`src/rtl/window_stream_writer_if.sv`:
```
// Chunk input and aligned memory write bundle for window_stream_writer.
// The slave view belongs to the writer; the master view belongs to whatever feeds it.
interface window_stream_if #(
  parameter int WIDTH_BYTES     = 8,
  parameter int SIZE_BYTES_LOG2 = 15
);
  localparam int CW = $clog2(WIDTH_BYTES) + 1;

  logic                       in_valid;
  logic                       in_ready;
  logic [WIDTH_BYTES*8-1:0]   in_data;
  logic [CW-1:0]              in_bytes;
  logic                       in_last;
  logic                       write_enable;
  logic [SIZE_BYTES_LOG2-1:0] write_address;
  logic [WIDTH_BYTES*8-1:0]   write_data;
  logic [SIZE_BYTES_LOG2-1:0] commit_ptr;

  modport slave (
    input  in_valid, in_data, in_bytes, in_last,
    output in_ready, write_enable, write_address, write_data, commit_ptr
  );

  modport master (
    output in_valid, in_data, in_bytes, in_last,
    input  in_ready, write_enable, write_address, write_data, commit_ptr
  );
endinterface

```
`src/rtl/window_stream_writer.sv`:
```
// Packs a variable-size byte stream into aligned words for the history memory
// and publishes a commit pointer for unaligned readers.
//
// state | meaning
// RUN   | accepting chunks; full/partial words written the cycle after acceptance
// FLUSH | one-cycle bubble writing the padded tail left over after a full word
module window_stream_writer #(
  parameter int WIDTH_BYTES     = 8,
  parameter int SIZE_BYTES_LOG2 = 15
) (
  input  logic           clk,
  input  logic           rst_n,
  window_stream_if.slave bus
);
  localparam int AW = $clog2(WIDTH_BYTES);
  localparam int CW = AW + 1;
  localparam int PW = SIZE_BYTES_LOG2 - AW;
  localparam int DW = WIDTH_BYTES * 8;
  localparam int B2 = 2 * WIDTH_BYTES;

  typedef enum logic {RUN = 1'b0, FLUSH = 1'b1} state_t;

  state_t                     state_q, state_d;
  logic [AW-1:0]              cnt_q, cnt_d;
  logic [DW-1:0]              acc_q, acc_d;
  logic [PW-1:0]              wptr_q, wptr_d, wptr_inc;
  logic                       ready_q, ready_d;
  logic                       we_q, we_d;
  logic [SIZE_BYTES_LOG2-1:0] wa_q, wa_d, cp_q, cp_d;
  logic [DW-1:0]              wd_q, wd_d;

  logic                       accept, full;
  logic [CW-1:0]              nb, s, r;
  logic [B2-1:0]              bmask;
  logic [2*DW-1:0]            ins, acc_ext, merged;
  logic [DW-1:0]              rem;

  assign wptr_inc = wptr_q + PW'(1);
  assign accept   = (state_q == RUN) && ready_q && bus.in_valid;

  // Merge the incoming chunk above the held bytes in a two-word window.
  always_comb begin : pack
    nb      = (bus.in_bytes > CW'(WIDTH_BYTES)) ? CW'(WIDTH_BYTES) : bus.in_bytes;
    ins     = {{DW{1'b0}}, bus.in_data} << {cnt_q, 3'b000};
    bmask   = ((B2'(1) << nb) - B2'(1)) << cnt_q;
    acc_ext = {{DW{1'b0}}, acc_q};
    merged  = '0;
    for (int i = 0; i < B2; i++) begin
      if (bmask[i]) merged[i*8 +: 8] = ins[i*8 +: 8];
      else if (i < int'(cnt_q)) merged[i*8 +: 8] = acc_ext[i*8 +: 8];
    end
    s    = CW'(cnt_q) + nb;
    full = (s >= CW'(WIDTH_BYTES));
    rem  = full ? merged[2*DW-1:DW] : merged[DW-1:0];
    r    = full ? (s - CW'(WIDTH_BYTES)) : s;
  end

  always_comb begin : next
    state_d = state_q;
    cnt_d   = cnt_q;
    acc_d   = acc_q;
    wptr_d  = wptr_q;
    we_d    = 1'b0;
    wa_d    = wa_q;
    wd_d    = wd_q;
    cp_d    = cp_q;
    case (state_q)
      RUN: begin
        if (accept) begin
          acc_d = rem;
          cnt_d = r[AW-1:0];
          if (full) begin
            we_d   = 1'b1;
            wa_d   = {wptr_q, {AW{1'b0}}};
            wd_d   = merged[DW-1:0];
            cp_d   = {wptr_inc, {AW{1'b0}}};
            wptr_d = wptr_inc;
            if (bus.in_last && (r != '0)) state_d = FLUSH;
          end else if (bus.in_last && (r != '0)) begin
            we_d   = 1'b1;
            wa_d   = {wptr_q, {AW{1'b0}}};
            wd_d   = rem;
            cp_d   = {wptr_inc, {AW{1'b0}}};
            wptr_d = wptr_inc;
            acc_d  = '0;
            cnt_d  = '0;
          end
        end
      end
      FLUSH: begin
        // Bytes above the tail are already zero, so acc_q is the padded word.
        we_d    = 1'b1;
        wa_d    = {wptr_q, {AW{1'b0}}};
        wd_d    = acc_q;
        cp_d    = {wptr_inc, {AW{1'b0}}};
        wptr_d  = wptr_inc;
        acc_d   = '0;
        cnt_d   = '0;
        state_d = RUN;
      end
      default: state_d = RUN;
    endcase
    ready_d = (state_d == RUN);
  end

  always_ff @(posedge clk or negedge rst_n) begin
    if (!rst_n) begin
      state_q <= RUN;
      cnt_q   <= '0;
      acc_q   <= '0;
      wptr_q  <= '0;
      ready_q <= 1'b0;
      we_q    <= 1'b0;
      wa_q    <= '0;
      wd_q    <= '0;
      cp_q    <= '0;
    end else begin
      state_q <= state_d;
      cnt_q   <= cnt_d;
      acc_q   <= acc_d;
      wptr_q  <= wptr_d;
      ready_q <= ready_d;
      we_q    <= we_d;
      wa_q    <= wa_d;
      wd_q    <= wd_d;
      cp_q    <= cp_d;
    end
  end

  assign bus.in_ready      = ready_q;
  assign bus.write_enable  = we_q;
  assign bus.write_address = wa_q;
  assign bus.write_data    = wd_q;
  assign bus.commit_ptr    = cp_q;
endmodule

```
`src/flat_wrapper.sv`:
```
// flat-port wrapper written by rule: the top's interface ports become plain ports
module window_stream_writer_flat 
#(
  parameter int WIDTH_BYTES     = 8,
  parameter int SIZE_BYTES_LOG2 = 15
)
  (clk, rst_n, bus_in_valid, bus_in_data, bus_in_bytes, bus_in_last, bus_in_ready, bus_write_enable, bus_write_address, bus_write_data, bus_commit_ptr);
  window_stream_if #(.WIDTH_BYTES(WIDTH_BYTES), .SIZE_BYTES_LOG2(SIZE_BYTES_LOG2)) bus_i ();
  input  logic clk;
  input  logic rst_n;
  input wire logic [$bits(bus_i.in_valid)-1:0] bus_in_valid;
  input wire logic [$bits(bus_i.in_data)-1:0] bus_in_data;
  input wire logic [$bits(bus_i.in_bytes)-1:0] bus_in_bytes;
  input wire logic [$bits(bus_i.in_last)-1:0] bus_in_last;
  output wire logic [$bits(bus_i.in_ready)-1:0] bus_in_ready;
  output wire logic [$bits(bus_i.write_enable)-1:0] bus_write_enable;
  output wire logic [$bits(bus_i.write_address)-1:0] bus_write_address;
  output wire logic [$bits(bus_i.write_data)-1:0] bus_write_data;
  output wire logic [$bits(bus_i.commit_ptr)-1:0] bus_commit_ptr;
  assign bus_i.in_valid = bus_in_valid;
  assign bus_i.in_data = bus_in_data;
  assign bus_i.in_bytes = bus_in_bytes;
  assign bus_i.in_last = bus_in_last;
  assign bus_in_ready = bus_i.in_ready;
  assign bus_write_enable = bus_i.write_enable;
  assign bus_write_address = bus_i.write_address;
  assign bus_write_data = bus_i.write_data;
  assign bus_commit_ptr = bus_i.commit_ptr;
  window_stream_writer #(.WIDTH_BYTES(WIDTH_BYTES), .SIZE_BYTES_LOG2(SIZE_BYTES_LOG2)) u_core (.clk(clk), .rst_n(rst_n), .bus(bus_i));
endmodule
```
`config.mk`:
```
export PLATFORM = sky130hd
export DESIGN_NAME = window_stream_writer_flat
export DESIGN_NICKNAME = d
export VERILOG_FILES = /design/src/rtl/window_stream_writer_if.sv /design/src/rtl/window_stream_writer.sv /design/src/flat_wrapper.sv
export SDC_FILE = /design/constraint.sdc
export NUM_CORES = 1
export LEC_CHECK = 0
export CORE_UTILIZATION = 50
export CTS_CLUSTER_SIZE = 12
export DETAILED_ROUTE_END_ITERATION = 8
export HOLD_SLACK_MARGIN = 0.03
export PLACE_DENSITY = 0.75
export SYNTH_ARGS = -nofsm -noshare
export SYNTH_HDL_FRONTEND = slang
export SYNTH_SLANG_ARGS = --single-unit
```
`constraint.sdc`:
```
create_clock -name clk -period 7.1 [get_ports clk]
set_clock_uncertainty 0.2 [all_clocks]
set_input_delay 1.42 -clock clk [delete_from_list [all_inputs] [get_ports clk]]
set_output_delay 1.42 -clock clk [all_outputs]
set_load 0.02 [all_outputs]
```
==> results of run 1 <==
[cell usage after synthesis, types with 6 or more instances]
master      n
a211oi_1    6
clkbuf_1   36
a22oi_1    45
o22a_1      6
and2_1     11
a31oi_1     8
nand2_1   137
a21o_1     31
a21oi_1    37
a32oi_1     8
a222oi_1   16
a221o_1    23
o211ai_1   23
o311ai_0    6
xnor2_1    11
o221ai_1   13
a22o_1     15
o21ai_0    69
dfrtp_1   158
buf_2      28
a221oi_1   17
mux2i_1    44
mux4_2     23
nor2b_1     9
o31a_1      7
buf_4      19
nor3_1     17
mux2_2     13
nor2_1     59
nand3_1    20
o21a_1     11
and3_1     14
nand4_1    11
o31ai_1     9
inv_1      35
[metal layers]
layer  global-route usage, %  wire, um
met1                    45.5     13700
met2                    49.5     15300
met3                    8.53      4270
met4                    16.7      1760
met5                       0         0
[power groups by stage]
stage,clock network (mW),registers (mW),logic (mW)
6_report,0.928,1.53,2.89
5_1_grt,0.970,1.57,3.07
4_1_cts,0.936,1.52,2.84
3_5_place_dp,0,1.53,2.83
3_3_place_gp,0,1.53,2.78
2_1_floorplan,0,1.62,1.76
[cells by family after synthesis]
group / after synthesis / synth area share, %
adder cells (fa/ha/maj): 6 / 0.803
multiplexers: 80 / 10.7
XOR/XNOR: 13 / 1.11
other: 1 / 0.0365
flip-flops: 158 / 38.5
buffers and inverters: 129 / 6.14
AND/OR/NAND/NOR: 306 / 14.2
AO/OA/AOI/OAI: 386 / 28.5
[state kept, by name, summed over array words and instances (netlist names)]
name and cells:
u_core.acc_q 64, u_core.bus.write_data 64, u_core.bus.write_address 12, u_core.cnt_q 3, u_core.bus.in_ready 1, u_core.bus.commit_ptr 12, u_core.state_q 1, u_core.bus.write_enable 1
[metrics by stage]
stage	util, %	power [mW]
5_1_grt	62.0	5.62
3_5_place_dp	59.1	4.36
2_1_floorplan	-	3.37
3_3_place_gp	59.1	4.31
6_report	62.0	5.35
4_1_cts	62.0	5.30
[worst reg2reg max path, stage by stage (launching register included)]
cell and delay, ns:
dfrtp_4 0.68, ha_1 0.34, fa_1 0.41, xor2_1 0.22, o31a_1 0.39, a211oi_2 0.36
buf_4 0.39, a21o_1 0.38, a221o_1 0.22
[cell type report]
| type | instances | area, um2 |
|---|---|---|
| Clock buffer | 17 | 425 |
| Clock inverter | 15 | 169 |
| Fill cell | 1699 | 7660 |
| Inverter | 38 | 143 |
| Multi-Input combinational cell | 797 | 5720 |
| Sequential cell | 158 | 3960 |
| Tap cell | 270 | 338 |
| Timing Repair Buffer | 180 | 1760 |
[cell usage in the layout, fill, tap and decap left out, types with 6 or more instances in the layout]
cell,count
a31oi_1,8
o211ai_1,23
nor2b_1,8
a21oi_1,37
a221o_1,23
and2_1,11
o22a_1,6
mux2i_1,44
and3_1,13
buf_4,19
conb_1,6
o21ai_0,69
nor2_1,58
a22oi_1,45
nor3_1,17
clkdlybuf4s50_1,160
o221ai_1,13
o31a_1,7
inv_1,35
dfrtp_1,155
a222oi_1,16
nand4_1,11
o311ai_0,6
xnor2_1,11
a211oi_1,6
mux4_2,23
o31ai_1,9
mux2_2,13
a32oi_1,8
nand2_1,137
clkbuf_16,17
a22o_1,15
a21o_1,31
o21a_1,11
nand3_1,20
a221oi_1,17
[path summary, 6_finish.rpt]
check                      slack, ns  depth (start not counted)                          from                      endpoint
max                             2.13                         11               bus_in_bytes[3]              u_core.acc_q[22]
min                             0.27                          2  u_core.bus.write_address[14]  u_core.bus.write_address[14]
max reg2reg                     3.44                          8               u_core.cnt_q[0]              u_core.acc_q[22]
min reg2reg                     0.27                          2  u_core.bus.write_address[14]  u_core.bus.write_address[14]
max in group asynchronous       4.51                          2                         rst_n     u_core.bus.write_data[29]
min in group asynchronous       0.93                          1                         rst_n      u_core.bus.write_data[4]
==> reports/qor.csv, run 1 <==
stage,metric,value,unit
placed_design,Area after DPL,0.0119,mm2
drt,"antenna viol nets, final",0,
run_status,outcome,finished clean,
cells_and_area,Final #Nets,1270,
floorplan,Die Height,145,um
setup_path,"Arr. time, crit path",5.15,ns
drt,Pre-Repair DR Iteration Count,9,
floorplan,Die X,145,um
placed_design,placed cell count,1443,
pwr,P per Cell Area,427,mW/mm2
sta,time the worst path needs with I/O delays and setup,4.97,ns
cells_and_area,fin cells,1475,
sta,Max Freq,201,MHz
setup_path,CP max FO,23,
pwr,peak supply drop,0.212,mV
synth,sequential cell area fraction in the yosys report,38.5,%
sta,Final period util,70.1,%
synth,synthesized cell area,0.0103,mm2
cts,Post-CTS Hold Buffers,0,
floorplan,die footprint,0.0211,mm2
pwr,NetSw,2.51,mW
cts,CTS tree,yes,
grt,global-route wire length before repair,54200,um
pwr,Gate power share,54.0,%
pwr,switching share of power,47.0,%
setup_path,worst setup path class,primary input to register,
grt,vias in the first global route,9376,
grt,largest net degree at the start of global routing,106,
synth,Yosys cell types,86,
sta,Hold Slack,0.265,ns
synth,"FF+latch count, synth",158,
drt,WL final,35000,um
drt,Routed WL per cell,23.8,um
cells_and_area,layout cells sized above 1,10.5,%
cts,# Post-CTS Setup Buffers,0,
setup_path,crit-path max cell delay,0.70,ns
synth,ys async rst share,100,%
setup_path,Crit path buffers/inverters,3,
pwr,Flop pwr share,28.6,%
synth,largest cells by area after synthesis,"dfrtp_1, mux4_2, nand2_1, mux2i_1, o21ai_0",
synth,Synth Area per Inst,9.53,um2
floorplan,core area,0.0202,mm2
drt,total number of vias,9943,
hold_path,worst min path class,register to register,
synth,Ys Warns,0,
sta,Slew Limit Fails,0,
cts,post-CTS sizing,0,
sta,Final setup violation count,0,
setup_path,Critical Path Source Type,primary input,
setup_path,crit path cell chain,clkdlybuf4s50_1 > buf_4 > nor2b_1 > ha_1 > fa_1 > xor2_1 > o31a_1 > a211oi_2 > buf_4 > a21o_1 > a221o_1,
sta,worst path setup slack after routing,2.13,ns
pwr,Internal,2.84,mW
cts,clk sink count,158,
sta,Fin. Hold Viols,0,
pwr,LEAKAGE,5.18,nW
cts,CTS root buffer,clkbuf_16,
grt,total track usage,33.4,%
grt,initial antenna violation count,0,
synth,post-synth top area share,38.5,%
setup_path,CP most frequent cell,buf_4,
sta,Rel. slew slack,27.3,%
cells_and_area,Diodes inserted,0,
cts,Clock H-tree levels,4,
sta,Worst-Margin Slew,1.09,ns
floorplan,IO Count,168,
drt,DR iter-0 viols,1363,
placed_design,pre-CTS WS,1.72,ns
synth,Cells after Synth,1079,
grt,aggregate global routing overflow,0,
setup_path,Worst setup EP type,register,
synth,"Primary FF master, synth",dfrtp_1,
placed_design,count of input and output buffers,161,
sta,TNS Setup,0,ns
cells_and_area,post-route cell area,0.0125,mm2
setup_path,CP max-delay cell,clkdlybuf4s50_1,
drt,DRC Markers,0,
synth,Post-synth EDFFs,0,
setup_path,WP data required,7.27,ns
floorplan,row count,52,
cts,cts bufs inserted,17,
drt,vias per inst,6.74,
placed_design,detailed placer's ending HPWL,24100,um
setup_path,Top Family by Delay on Critical Path,buffers and inverters,
cts,Longest Clk Path Bufs,2,
synth,post-synth top area cell,dfrtp_1,
cts,Worst-Skew Late Latency,0.44,ns
run,Max Cap Viol,0,
pwr,clock power share,17.3,%
floorplan,Starting Density,51.0,%
sta,RSZ-0062 raised after global routing,no,
placed_design,gpl congestion,0.943,
cells_and_area,Area Overhead vs Synth,21.7,%
cts,Clock transition at path regs,0.07,ns
Note: power is estimated with default switching activity, not from simulation.
==> run 2: changes to the inputs <==
clock period = 5.1 ns   (was 7.1 ns; I/O delays follow)
==> reports/qor.csv, run 2 (synthesized netlist as in run 1, its figures left out) <==
stage,metric,value,unit
cells_and_area,Area Overhead vs Synth,22.5,%
placed_design,gpl congestion,0.959,
sta,Fin. Hold Viols,0,
cts,CTS tree,yes,
setup_path,WP data required,5.26,ns
cts,cts bufs inserted,17,
cts,Longest Clk Path Bufs,2,
sta,Slew Limit Fails,0,
hold_path,worst min path class,register to register,
drt,Routed WL per cell,23.6,um
cells_and_area,Final #Nets,1275,
drt,vias per inst,6.70,
placed_design,count of input and output buffers,161,
cts,Worst-Skew Late Latency,0.44,ns
floorplan,row count,52,
cells_and_area,"commonest non-fill, non-tap cells in the layout","clkdlybuf4s50_1, dfrtp_1, nand2_1",
pwr,LEAKAGE,5.22,nW
run_status,outcome,finished clean,
floorplan,IO Count,168,
cells_and_area,Diodes inserted,0,
cts,post-CTS sizing,0,
pwr,peak supply drop,0.284,mV
floorplan,Die Height,145,um
placed_design,detailed placer's ending HPWL,23900,um
hold_path,hold endpoint,u_core.bus.write_address[8],
setup_path,Reg-to-Reg Start,u_core.cnt_q[0],
sta,Rel. slew slack,38.4,%
setup_path,worst setup path class,primary input to register,
drt,total number of vias,9908,
sta,TNS Setup,0,ns
sta,time the worst path needs with I/O delays and setup,4.20,ns
cts,Clock transition at path regs,0.07,ns
sta,Worst-Margin Slew,0.917,ns
setup_path,R2R depth,8,
setup_path,capturing point of the worst reg2reg path,u_core.acc_q[62],
grt,global-route wire length before repair,53800,um
sta,worst path setup slack after routing,0.903,ns
run,Max Cap Viol,0,
drt,WL final,35000,um
sta,Max Freq,238,MHz
setup_path,CP max FO,26,
drt,Pre-Repair DR Iteration Count,9,
sta,RSZ-0062 raised after global routing,no,
pwr,P per Cell Area,598,mW/mm2
drt,DR iter-0 viols,1288,
grt,largest net degree at the start of global routing,82,
grt,initial antenna violation count,1,
floorplan,die footprint,0.0211,mm2
cts,clk sink count,158,
sta,Final setup violation count,0,
setup_path,Worst setup EP type,register,
cells_and_area,"commonest non-fill, non-tap cell in the layout",clkdlybuf4s50_1,
floorplan,Die X,145,um
cts,# Post-CTS Setup Buffers,0,
setup_path,"Arr. time, crit path",4.36,ns
setup_path,Critical Path Source Type,primary input,
cts,Clock H-tree levels,4,
drt,"antenna viol nets, final",0,
hold_path,hold depth,2,
placed_design,pre-CTS WS,0.563,ns
grt,aggregate global routing overflow,0,
hold_path,hold path start,u_core.bus.write_address[8],
floorplan,core area,0.0202,mm2
grt,total track usage,33.1,%
cells_and_area,layout cells sized above 1,10.8,%
cts,Post-CTS Hold Buffers,0,
cts,CTS root buffer,clkbuf_16,
sta,Final period util,82.3,%
floorplan,Starting Density,51.0,%
grt,vias in the first global route,9181,
setup_path,R2R Setup Slk,1.44,ns
drt,DRC Markers,0,
run 2: layer usage:
layer / vias to the layer above / track usage [%] / share of wire (%)
met5: - / 0 / 0
met4: 0 / 17.1 / 4.5
met3: 97 / 7.59 / 12
met2: 703 / 48.7 / 44
met1: 4759 / 45.8 / 40
li1: 4349 / - / -
run 2: cell type report:
class                           instances  area [um2]
Tap cell                              270         338
Clock inverter                         14         175
Multi-Input combinational cell        797        5720
Inverter                               38         143
Clock buffer                           17         425
Fill cell                            1725        7580
Sequential cell                       158        3960
Timing Repair Buffer                  185        1830
run 2: where the power goes:
group	leakage, nW	internal, mW	switching [mW]
clock	0.294	0.740	0.603
sequential	2.07	1.70	0.437
combinational	2.86	1.61	2.44
total	5.22	4.06	3.48
run 2: critical path, cell delays in order:
cell and delay [ns]:
clkdlybuf4s50_1 0.61, buf_4 0.33, nor3_1 0.12, nand2_1 0.10
ha_1 0.46, nor4b_1 0.38, a311oi_1 0.17, a221oi_2 0.75
a222oi_1 0.20, o21ai_0 0.21
run 2: worst max path at each step:
stage	slack, ns	to	depth (start not counted)	startpoint
2_1_floorplan	1.26	u_core.acc_q[16]	11	bus_in_bytes[0]
3_3_place_gp	0.69	u_core.bus.write_data[0]	8	bus_in_bytes[2]
3_5_place_dp	0.56	u_core.bus.write_data[0]	8	bus_in_bytes[2]
4_1_cts	1.0	u_core.bus.write_data[0]	7	bus_in_bytes[1]
5_1_grt	0.67	u_core.bus.write_data[2]	8	bus_in_bytes[2]
6_report	0.90	u_core.bus.write_data[52]	10	bus_in_bytes[3]
run 2: metrics by stage:
stage,cell area (um2),utilization [%],cells,hold WS [ns],total power [mW]
final,12600,62.4,1479,0.264,7.53
after global routing,12600,62.4,1479,0.286,7.90
after CTS,12600,62.4,1479,0.271,7.45
after detailed placement,12000,59.4,1448,0.255,6.11
after global placement,12000,59.4,1448,0.248,6.04
after floorplan,10300,-,1084,0.250,4.69
==> run 3: changes to the inputs <==
CORE_UTILIZATION = 49   (was 50)
PLACE_DENSITY = 0.77   (was 0.75)
clock period = 3.7 ns   (was 5.1 ns; I/O delays follow)
==> reports/qor.csv, run 3 (synthesized netlist as in run 1, its figures left out) <==
stage,metric,value,unit
drt,Pre-Repair DR Iteration Count,7,
pwr,LEAKAGE,5.56,nW
grt,largest net degree at the start of global routing,87,
grt,grt peak-use layer,met2,
pwr,P per Cell Area,814,mW/mm2
pwr,Final Power,10.7,mW
grt,met2 Use GR,51.7,%
cells_and_area,"commonest non-fill, non-tap cells in the layout","clkdlybuf4s50_1, dfrtp_1, nand2_1",
grt,global-route wire length before repair,56600,um
drt,vias per inst,6.70,
drt,DR iter-0 viols,1186,
floorplan,die footprint,0.0216,mm2
grt,vias in the first global route,9854,
grt,aggregate global routing overflow,0,
setup_path,R2R depth,7,
setup_path,CP startpoint,bus_in_bytes[3],
floorplan,IO Count,168,
sta,Hold Slack,0.106,ns
cells_and_area,Filler Cell Count,1695,
sta,Fin. Hold Viols,0,
setup_path,crit-path max cell delay,0.43,ns
setup_path,Reg-to-Reg Start,u_core.cnt_q[0],
cts,clk sink count,158,
grt,met3 GRT Util,9.07,%
placed_design,count of input and output buffers,161,
cts,CTS root buffer,clkbuf_16,
pwr,peak supply drop,0.384,mV
cts,Clock H-tree levels,4,
floorplan,Starting Density,50.3,%
grt,met1 Resource Use GR,45.6,%
grt,initial antenna violation count,0,
cts,CTS tree,yes,
floorplan,Die Height,147,um
setup_path,Worst setup EP type,register,
cells_and_area,Diodes inserted,0,
sta,Rel. slew slack,23.1,%
cells_and_area,Final #Nets,1342,
sta,Worst-Margin Slew,1.14,ns
drt,total number of vias,10400,
placed_design,detailed placer's ending HPWL,25900,um
sta,Max Freq,284,MHz
floorplan,Die X,147,um
drt,"antenna viol nets, final",0,
cts,post-CTS sizing,0,
setup_path,CP most frequent cell,buf_4,
sta,Final period util,95.0,%
setup_path,crit path cell chain,clkdlybuf4s50_1 > buf_4 > nor4_4 > inv_2 > ha_1 > buf_4 > a21bo_2 > o221ai_1 > a31oi_1 > and3_1 > a221o_1,
sta,Final setup violation count,0,
sta,Slew Limit Fails,0,
cts,Post-CTS Hold Buffers,0,
run_status,outcome,finished clean,
setup_path,CP max-delay cell,a221o_1,
placed_design,gpl congestion,1.01,
drt,DRC Markers,0,
sta,worst path setup slack after routing,0.183,ns
floorplan,core area,0.0204,mm2
hold_path,worst min path class,primary input to async pin,
setup_path,"Arr. time, crit path",3.64,ns
floorplan,row count,52,
cells_and_area,Area Overhead vs Synth,28.0,%
placed_design,pre-CTS WS,-0.269,ns
cells_and_area,"commonest non-fill, non-tap cell in the layout",clkdlybuf4s50_1,
setup_path,Critical Path Source Type,primary input,
setup_path,capturing point of the worst reg2reg path,u_core.bus.write_data[7],
grt,total track usage,34.4,%
cells_and_area,layout cells sized above 1,15.6,%
run,Max Cap Viol,0,
setup_path,R2R Setup Slk,0.67,ns
cts,Clock transition at path regs,0.07,ns
setup_path,CP endpoint,u_core.acc_q[28],
setup_path,Crit path depth,11,
sta,time the worst path needs with I/O delays and setup,3.52,ns
drt,WL final,36700,um
setup_path,WP data required,3.83,ns
setup_path,Top Family by Delay on Critical Path,compound AO/OA/AOI/OAI gates,
cts,cts bufs inserted,17,
setup_path,CP max FO,8,
cts,# Post-CTS Setup Buffers,0,
sta,RSZ-0062 raised after global routing,no,
setup_path,worst setup path class,primary input to register,
setup_path,Crit path buffers/inverters,4,
cts,Worst-Skew Late Latency,0.45,ns
drt,Routed WL per cell,23.7,um
cts,Longest Clk Path Bufs,2,
==> run 3: cell type report <==
cell class | count | area, um2 | area share (%)
inverters | 38 | 143 | 1.08
repair buffers | 252 | 2400 | 18.2
flip-flops and latches | 158 | 3960 | 30.1
clock buffers | 17 | 425 | 3.23
multi-input cells | 797 | 5720 | 43.5
clock inverters | 15 | 171 | 1.30
well taps | 270 | 338 | 2.57
==> run 3: through the flow <==
| step | instances | setup TNS [ns] | utilization [%] | instance area, um2 |
|---|---|---|---|---|
| floorplan | 1084 | 0 | - | 10300 |
| global placement | 1515 | -13.92 | 61.5 | 12600 |
| detailed placement | 1515 | -19.00 | 61.5 | 12600 |
| CTS | 1547 | 0 | 64.4 | 13200 |
| global route | 1547 | 0 | 64.4 | 13200 |
| finish | 1547 | 0 | 64.4 | 13200 |
==> run 3: worst min path at each step <==
stage	depth (start not counted)	start	slack (ns)	to
after floorplan	0	rst_n	0.24	u_core.acc_q[0]
after detailed placement	2	u_core.bus.write_address[8]	0.26	u_core.bus.write_address[8]
after global placement	2	u_core.bus.write_address[14]	0.25	u_core.bus.write_address[14]
after global routing	1	rst_n	0.16	u_core.acc_q[45]
after CTS	1	rst_n	0.13	u_core.acc_q[44]
final	1	rst_n	0.11	u_core.state_q
==> run 3: layer usage <==
| layer | share of wire (%) | wire [um] |
|---|---|---|
| met3 | 12 | 4320 |
| met2 | 44 | 16300 |
| met4 | 5.0 | 1820 |
| met5 | 0 | 0 |
| met1 | 39 | 14300 |
==> run 3: power by group <==
group / total, mW / internal, mW / switching (mW)
sequential: 2.81 / 2.35 / 0.461
clock: 1.81 / 0.908 / 0.902
combinational: 6.10 / 2.49 / 3.61
